==> config.mk <==
export PLATFORM = sky130hd
export DESIGN_NAME = shift_load_reg_ctl
export DESIGN_NICKNAME = d
export VERILOG_FILES = /design/src/rtl/shift_load_reg_ctl.sv
export SDC_FILE = /design/constraint.sdc
export NUM_CORES = 1
export LEC_CHECK = 0
export CORE_UTILIZATION = 45
export DETAILED_ROUTE_END_ITERATION = 7
export DONT_BUFFER_PORTS = 1
export PLACE_DENSITY = 0.61
export RECOVER_POWER = 50
export SLEW_MARGIN = 25
export SYNTH_ARGS = -nofsm -noshare
export SYNTH_HDL_FRONTEND = slang
export SYNTH_SLANG_ARGS = --single-unit
==> constraint.sdc <==
create_clock -name clk -period 2.1 [get_ports clk]
set_clock_uncertainty 0.15 [all_clocks]
set_input_delay 0.42 -clock clk [delete_from_list [all_inputs] [get_ports clk]]
set_output_delay 0.42 -clock clk [all_outputs]
set_load 0.005 [all_outputs]
==> src/rtl/shift_load_reg_ctl.sv <==
// Parametrised shift/load/rotate register with step counter and end-of-track pulse.
// Define SHIFT_LOAD_REG_CTL_BOUNCE_EN to latch direction on LOAD and reflect at the track end.
module shift_load_reg_ctl #(
  parameter int               WIDTH   = 9,
  parameter logic [WIDTH-1:0] RST_VAL = {WIDTH{1'b0}},
  parameter int               CNT_W   = $clog2(WIDTH+1)
) (
  input  logic             clk,
  input  logic             rst_n,
  input  logic [1:0]       op,
  input  logic             en,
  input  logic             dir,
  input  logic             s_in,
  input  logic [WIDTH-1:0] p_in,
  output logic [WIDTH-1:0] Q,
  output logic             s_out,
  output logic [CNT_W-1:0] pos_cnt,
  output logic             end_hit,
  output logic             cur_dir
);

  localparam logic [1:0]       OP_SHIFT = 2'b01;
  localparam logic [1:0]       OP_LOAD  = 2'b10;
  localparam logic [CNT_W-1:0] CNT_MAX  = CNT_W'(WIDTH);
  localparam logic [CNT_W-1:0] CNT_ONE  = CNT_W'(1);

  logic [WIDTH-1:0] q_q, q_d;
  logic [CNT_W-1:0] cnt_q, cnt_d;
  logic             end_q, end_d;
  logic             eff_dir;
  logic             out_bit;
  logic             fill;
  logic             lead_new;

`ifdef SHIFT_LOAD_REG_CTL_BOUNCE_EN
  logic dir_q, dir_d;
  assign eff_dir = dir_q;
`else
  assign eff_dir = dir;
`endif

  assign out_bit = eff_dir ? q_q[0] : q_q[WIDTH-1];

  always_comb begin
    q_d      = q_q;
    cnt_d    = cnt_q;
    end_d    = 1'b0;
    fill     = s_in;
    lead_new = 1'b0;
`ifdef SHIFT_LOAD_REG_CTL_BOUNCE_EN
    dir_d    = dir_q;
`endif
    if (op == OP_LOAD) begin
      q_d   = p_in;
      cnt_d = '0;
`ifdef SHIFT_LOAD_REG_CTL_BOUNCE_EN
      dir_d = dir;
`endif
    end else if (op[0] && en) begin
`ifdef SHIFT_LOAD_REG_CTL_BOUNCE_EN
      if (op == OP_SHIFT && out_bit) begin
        // Reflect: flip direction and step once the other way instead of losing the bit.
        dir_d = ~dir_q;
        q_d   = dir_q ? {q_q[WIDTH-2:0], s_in} : {s_in, q_q[WIDTH-1:1]};
        cnt_d = '0;
      end else
`endif
      begin
        fill     = op[1] ? out_bit : s_in;
        q_d      = eff_dir ? {fill, q_q[WIDTH-1:1]} : {q_q[WIDTH-2:0], fill};
        cnt_d    = (cnt_q == CNT_MAX) ? cnt_q : cnt_q + CNT_ONE;
        lead_new = eff_dir ? q_d[0] : q_d[WIDTH-1];
        end_d    = ~out_bit & lead_new;
      end
    end
  end

  always_ff @(posedge clk or negedge rst_n) begin
    if (!rst_n) begin
      q_q   <= RST_VAL;
      cnt_q <= '0;
      end_q <= 1'b0;
`ifdef SHIFT_LOAD_REG_CTL_BOUNCE_EN
      dir_q <= 1'b0;
`endif
    end else begin
      q_q   <= q_d;
      cnt_q <= cnt_d;
      end_q <= end_d;
`ifdef SHIFT_LOAD_REG_CTL_BOUNCE_EN
      dir_q <= dir_d;
`endif
    end
  end

  assign Q       = q_q;
  assign s_out   = out_bit;
  assign pos_cnt = cnt_q;
  assign end_hit = end_q;
  assign cur_dir = eff_dir;

endmodule

==> results.json, run 1 <==
{
  "synth-seq-cells": 14,
  "grt_pass1_wl_mm": 3.53,
  "final_cell_mix": "16 x mux2i_1, 14 x dfrtp_1, 12 x o21ai_0, 5 x a21o_1, 5 x nand2_1",
  "rsz0062_at_grt": "false",
  "synth_cells": 93,
  "io_pins": 32,
  "synthToLayoutAreaGrowth_pct": -1.65,
  "slowest_stage": "dfrtp_1",
  "die_w_um": 48.8,
  "cts_root_buf": "clkbuf_4",
  "synth_warnings": 0,
  "wl_mm": 2.01,
  "worst_pin_slew_ns": 0.678,
  "cts.clk_slew.worst_paths_ns": 0.08,
  "yosysSeqAreaShare_pct": 35.6,
  "die_y_um": 48.8,
  "initial_utilization_pct": 49.2,
  "cpPeakStageDelay_ns": 0.47,
  "antennaDiodeCount": 0,
  "min_path_type": "input pin to flip-flop",
  "gp_congestion": 0.733,
  "cts_tree": "done",
  "async_reset_ff_share_pct": 100,
  "cts.htree.levels": 1,
  "ys.flop_type": "dfrtp_1",
  "wl_per_cell_um": 17.2,
  "cp_cell_sequence": "mux2_1",
  "grt.met2_usage_pct": 34.3,
  "clk_latency_ns": 0.27,
  "drt-pass1-iter-count": 4,
  "cp_top_family": "flip-flops",
  "drive_above_1_share_pct": 11.1,
  "arrival_ns": 1.12,
  "drt_iter0_drc": 8,
  "p_per_area_mw_per_mm2": 662,
  "cts_buffer_depth": 2,
  "setup_tns_ns": 0,
  "num_rows": 16,
  "syn_area_um2": 985,
  "path_buf_inv": 0,
  "final_common_cell": "mux2i_1",
  "setup_viol": 0,
  "fmaxAchievable_mhz": 593,
  "synth_edf_count": 0,
  "cts_buffers": 3,
  "coreArea_mm2": 0.00200,
  "setup.worst_path.class": "flip-flop to output pin",
  "relSlewSlack_pct": 54.7,
  "ir_drop_mv": 0.321,
  "cts_sinks": 14,
  "min_period_ns": 1.69,
  "avgViaCountPerCell": 5.98,
  "fin_nets": 110,
  "crit_required_ns": 1.53,
  "hold_viol_final": 0,
  "dp_hpwl_mm": 1.40,
  "placed_cells": 113,
  "grt_max_degree": 23,
  "io_buffers": 0,
  "grtUsageMet1_pct": 21.9,
  "gr-usage-all-layers_pct": 19.2,
  "drc_errors": 0,
  "drv_slew": 0,
  "cp-end-kind": "output pin",
  "fin_cells": 117,
  "synthDistinctLibCells": 34,
  "maxCapViolCount": 0,
  "grt-busiest-layer": "met2",
  "num_vias": 700,
  "final_area_um2": 968,
  "ant_nets": 0,
  "crit_fanout": 5,
  "status": "finished clean",
  "finalCritPeriodShare_pct": 80.3,
  "first_global_vias": 752,
  "postPlaceCellArea_um2": 955,
  "grt-ovfl-total": 0,
  "antenna_found_initial": 0,
  "syn_nets": 111,
  "use_met3_pct": 4.67,
  "avgSynthCellArea_um2": 10.6,
  "fp.dieArea_mm2": 0.00238,
  "leakagePower_nw": 0.418,
  "crit_path_start_kind": "flip-flop"
}
==> power breakdown <==
part	switching [mW]	total (mW)	leakage, nW	internal (mW)
clock	0.0862	0.153	0.0138	0.0664
combinational	0.0549	0.123	0.231	0.0683
sequential	0.0595	0.366	0.173	0.306
==> metrics by stage <==
stage	util (%)	hold slack [ns]	worst slack, ns	power (mW)
floorplan	-	-0.0256	0.755	0.492
global placement	47.7	-0.0253	0.770	0.492
detailed placement	47.7	-0.0252	0.735	0.497
CTS	49.3	0.0523	0.434	0.663
global route	48.4	0.0485	0.365	0.689
finish	48.4	0.0712	0.414	0.642
==> synth_stat cells (2+ instances only) <==
| cell | number | area (um2) |
|---|---|---|
| mux2i_1 | 16 | 160 |
| dfrtp_1 | 14 | 350 |
| o21ai_0 | 7 | 35.0 |
| a21o_1 | 5 | 37.5 |
| nand2_1 | 5 | 18.8 |
| o21ai_1 | 5 | 25.0 |
| nor3_1 | 4 | 20.0 |
| buf_4 | 3 | 22.5 |
| buf_6 | 3 | 33.8 |
| nor2b_1 | 3 | 18.8 |
| a2111oi_4 | 2 | 55.1 |
| a211oi_1 | 2 | 15.0 |
| ha_1 | 2 | 25.0 |
| nor2_1 | 2 | 7.51 |
==> what timing repair did <==
item                                   4_1_cts  5_1_grt
setup endpoints to repair                    0        0
hold buffers                                 1        0
setup buffers                                0        0
endpoints found under the hold margin       14        0
resized for setup                            0        0
==> final cells by class <==
type / instances / area [um2]
multi-input cells: 70 / 544
fillers: 203 / 1030
inverters: 2 / 7.51
clock buffers: 3 / 22.5
flip-flops and latches: 14 / 350
well taps: 27 / 33.8
repair buffers: 1 / 10.0
==> final timing paths <==
kind / from / to / slack (ns) / cells after the start
worst min register to register: pos_cnt[3] / pos_cnt[3] / 0.41 / 1
worst max register to register: pos_cnt[0] / pos_cnt[2] / 0.73 / 4
worst min-delay path: op[0] / Q[8] / 0.07 / 1
worst max-delay path: Q[0] / s_out / 0.41 / 1
max in group asynchronous: rst_n / pos_cnt[0] / 0.90 / 1
min in group asynchronous: rst_n / end_hit / 0.47 / 1
==> metal layers <==
metal | vias up | routed length (um)
met5 | - | 0
met4 | 0 | 14
met3 | 2 | 124
met2 | 20 | 1020
met1 | 340 | 852
li1 | 338 | -
==> registers in the layout (all words and copies together), names as in the netlist <==
name and flops:
Q 9, end_hit 1, pos_cnt 4
==> cell families (layout without fill, tap and decap cells) <==
kind of cell	after synthesis	in the layout	share of synthesized area, %
compound gates	29	29	23.9
mux	17	17	17.4
flops	14	14	35.6
buf+inv	9	6	7.24
simple gates	22	22	13.3
fa+ha+maj	2	2	2.54
(Power assumes the default switching activity.)
==> run 2: changes to the inputs <==
Settings changed: PLACE_DENSITY 0.61 to 0.63.
Clock period 2.1 ns to 1.5 ns, I/O delays scaled along.
==> run 2 against run 1 <==
Net effect:
- the run now ends with setup timing left
- clock power grew 41%
- total power grew 44%
- first-iteration DRC count shrank 50%
- non-clock buffer count grew 2
- final area grew 4.0%
==> results.json, run 2 (synthesized netlist as in run 1, its figures left out) <==
{
  "leakagePower_nw": 0.427,
  "final_cell_mix": "16 x mux2i_1, 12 x dfrtp_1, 11 x o21ai_0, 5 x a21o_1, 5 x nand2_1",
  "cp_top_family": "flip-flops",
  "cpPeakStageDelay_ns": 0.47,
  "wl_mm": 2.14,
  "initial_utilization_pct": 49.2,
  "setup.worst_path.class": "flip-flop to output pin",
  "maxCapViolCount": 0,
  "wl_per_cell_um": 18.0,
  "drt_iter0_drc": 4,
  "cts_tree": "done",
  "cp_cell_sequence": "mux2_4",
  "coreArea_mm2": 0.00200,
  "largest_register_ffs": 9,
  "r2r-start": "pos_cnt[0]",
  "cts.clk_slew.worst_paths_ns": 0.08,
  "relSlewSlack_pct": 55.9,
  "cts_root_buf": "clkbuf_4",
  "arrival_ns": 1.06,
  "path_buf_inv": 0,
  "total_power_mw": 0.922,
  "crit_required_ns": 1.05,
  "num_rows": 16,
  "hold_start": "en",
  "min_path_cells": 2,
  "io_buffers": 0,
  "fp.dieArea_mm2": 0.00238,
  "die_y_um": 48.8,
  "fin_nets": 112,
  "holdWs_ns": 0.0342,
  "hold_end": "Q[7]",
  "num_vias": 712,
  "drv_slew": 0,
  "ant_nets": 0,
  "r2r_slack_ns": 0.16,
  "dp_hpwl_mm": 1.42,
  "placed_cells": 114,
  "grt-ovfl-total": 0,
  "postCtsSetupBuffers": 0,
  "final_area_mm2": 0.00101,
  "rsz0062_at_grt": "true",
  "postPlaceCellArea_um2": 962,
  "startpoint": "Q[8]",
  "violations": "setup timing",
  "setup_tns_ns": -0.00555,
  "drive_above_1_share_pct": 15.2,
  "grt_max_degree": 20,
  "reg2reg_depth": 4,
  "cts_sinks": 14,
  "synthToLayoutAreaGrowth_pct": 2.29,
  "clk_latency_ns": 0.28,
  "fin_cells": 119,
  "first_global_vias": 675,
  "gp_congestion": 0.692,
  "hold_viol_final": 0,
  "slowest_stage": "dfrtp_2",
  "worst_slack_ns": -0.00555,
  "gr-usage-all-layers_pct": 20.2,
  "drt-pass1-iter-count": 4,
  "worst_pin_slew_ns": 0.660,
  "antennaDiodeCount": 0,
  "cts_buffers": 3,
  "crit_fanout": 6,
  "r2r-end": "pos_cnt[2]",
  "cp-end-kind": "output pin",
  "fin_util_pct": 50.3,
  "final_common_cell": "mux2i_1",
  "cts_buffer_depth": 2,
  "cts.htree.levels": 1,
  "p_per_area_mw_per_mm2": 916,
  "status": "finished with violations",
  "drc_errors": 0,
  "io_pins": 32,
  "setup_viol": 1,
  "avgViaCountPerCell": 5.98,
  "finalCritPeriodShare_pct": 100,
  "place_ws_ns": 0.159,
  "antenna_found_initial": 0,
  "ir_drop_mv": 0.617,
  "min_period_ns": 1.51,
  "min_path_type": "input pin to flip-flop",
  "fmaxAchievable_mhz": 664,
  "crit_path_start_kind": "flip-flop",
  "die_w_um": 48.8,
  "grt_pass1_wl_mm": 3.59
}
run 2: cell count changes in the layout (fill, tap and decap cells not counted):
| cell | before | now |
|---|---|---|
| dfrtp_1 | 14 | 12 |
| dfrtp_2 | 0 | 2 |
| a2111oi_0 | 1 | 0 |
| a2111oi_4 | 1 | 2 |
| clkbuf_1 | 0 | 1 |
| dlygate4sd3_1 | 1 | 2 |
| mux2_1 | 1 | 0 |
| mux2_4 | 0 | 1 |
| o21ai_0 | 12 | 11 |
| o21ai_1 | 0 | 1 |
run 2: what timing repair did:
item / in CTS / in global routing
cloned: 0 / 0
endpoints found under the hold margin: 21 / 0
setup endpoints to repair: 1 / 1
hold buffers: 2 / 0
gates resized for setup: 3 / 0
run 2: per-layer routing:
| metal | wire [um] | track usage, % | part of all wire [%] | vias up |
|---|---|---|---|---|
| met5 | 0 | 0 | 0 | - |
| met4 | 12 | 2.94 | 0.56 | 0 |
| met3 | 164 | 10.6 | 7.7 | 2 |
| met2 | 983 | 31.7 | 46 | 24 |
| met1 | 975 | 25.1 | 46 | 342 |
| li1 | - | - | - | 344 |
run 2: worst max path at each step:
stage	endpoint	slack [ns]	depth (start not counted)
after floorplan	pos_cnt[2]	0.24	4
after global routing	s_out	-0.06	1
final	s_out	-0.006	1
after detailed placement	pos_cnt[2]	0.16	4
after CTS	s_out	-0.02	1
after global placement	pos_cnt[2]	0.19	4
run 2: layout make-up:
class | count | area, um2
Tap cell | 27 | 33.8
Multi-Input combinational cell | 70 | 567
Sequential cell | 14 | 353
Fill cell | 187 | 995
Inverter | 2 | 7.51
Clock buffer | 3 | 22.5
Timing Repair Buffer | 3 | 23.8
run 2: power breakdown:
part,total (mW),leakage (nW),internal [mW],switching (mW)
combinational,0.193,0.242,0.105,0.0879
clock,0.216,0.0138,0.0932,0.123
sequential,0.514,0.171,0.430,0.0832
==> run 3: changes to the inputs <==
Settings changed: SLEW_MARGIN 25 to default.
==> results of run 3 <==
No change in the layout: final DEF, timing and power equal those of run 2.
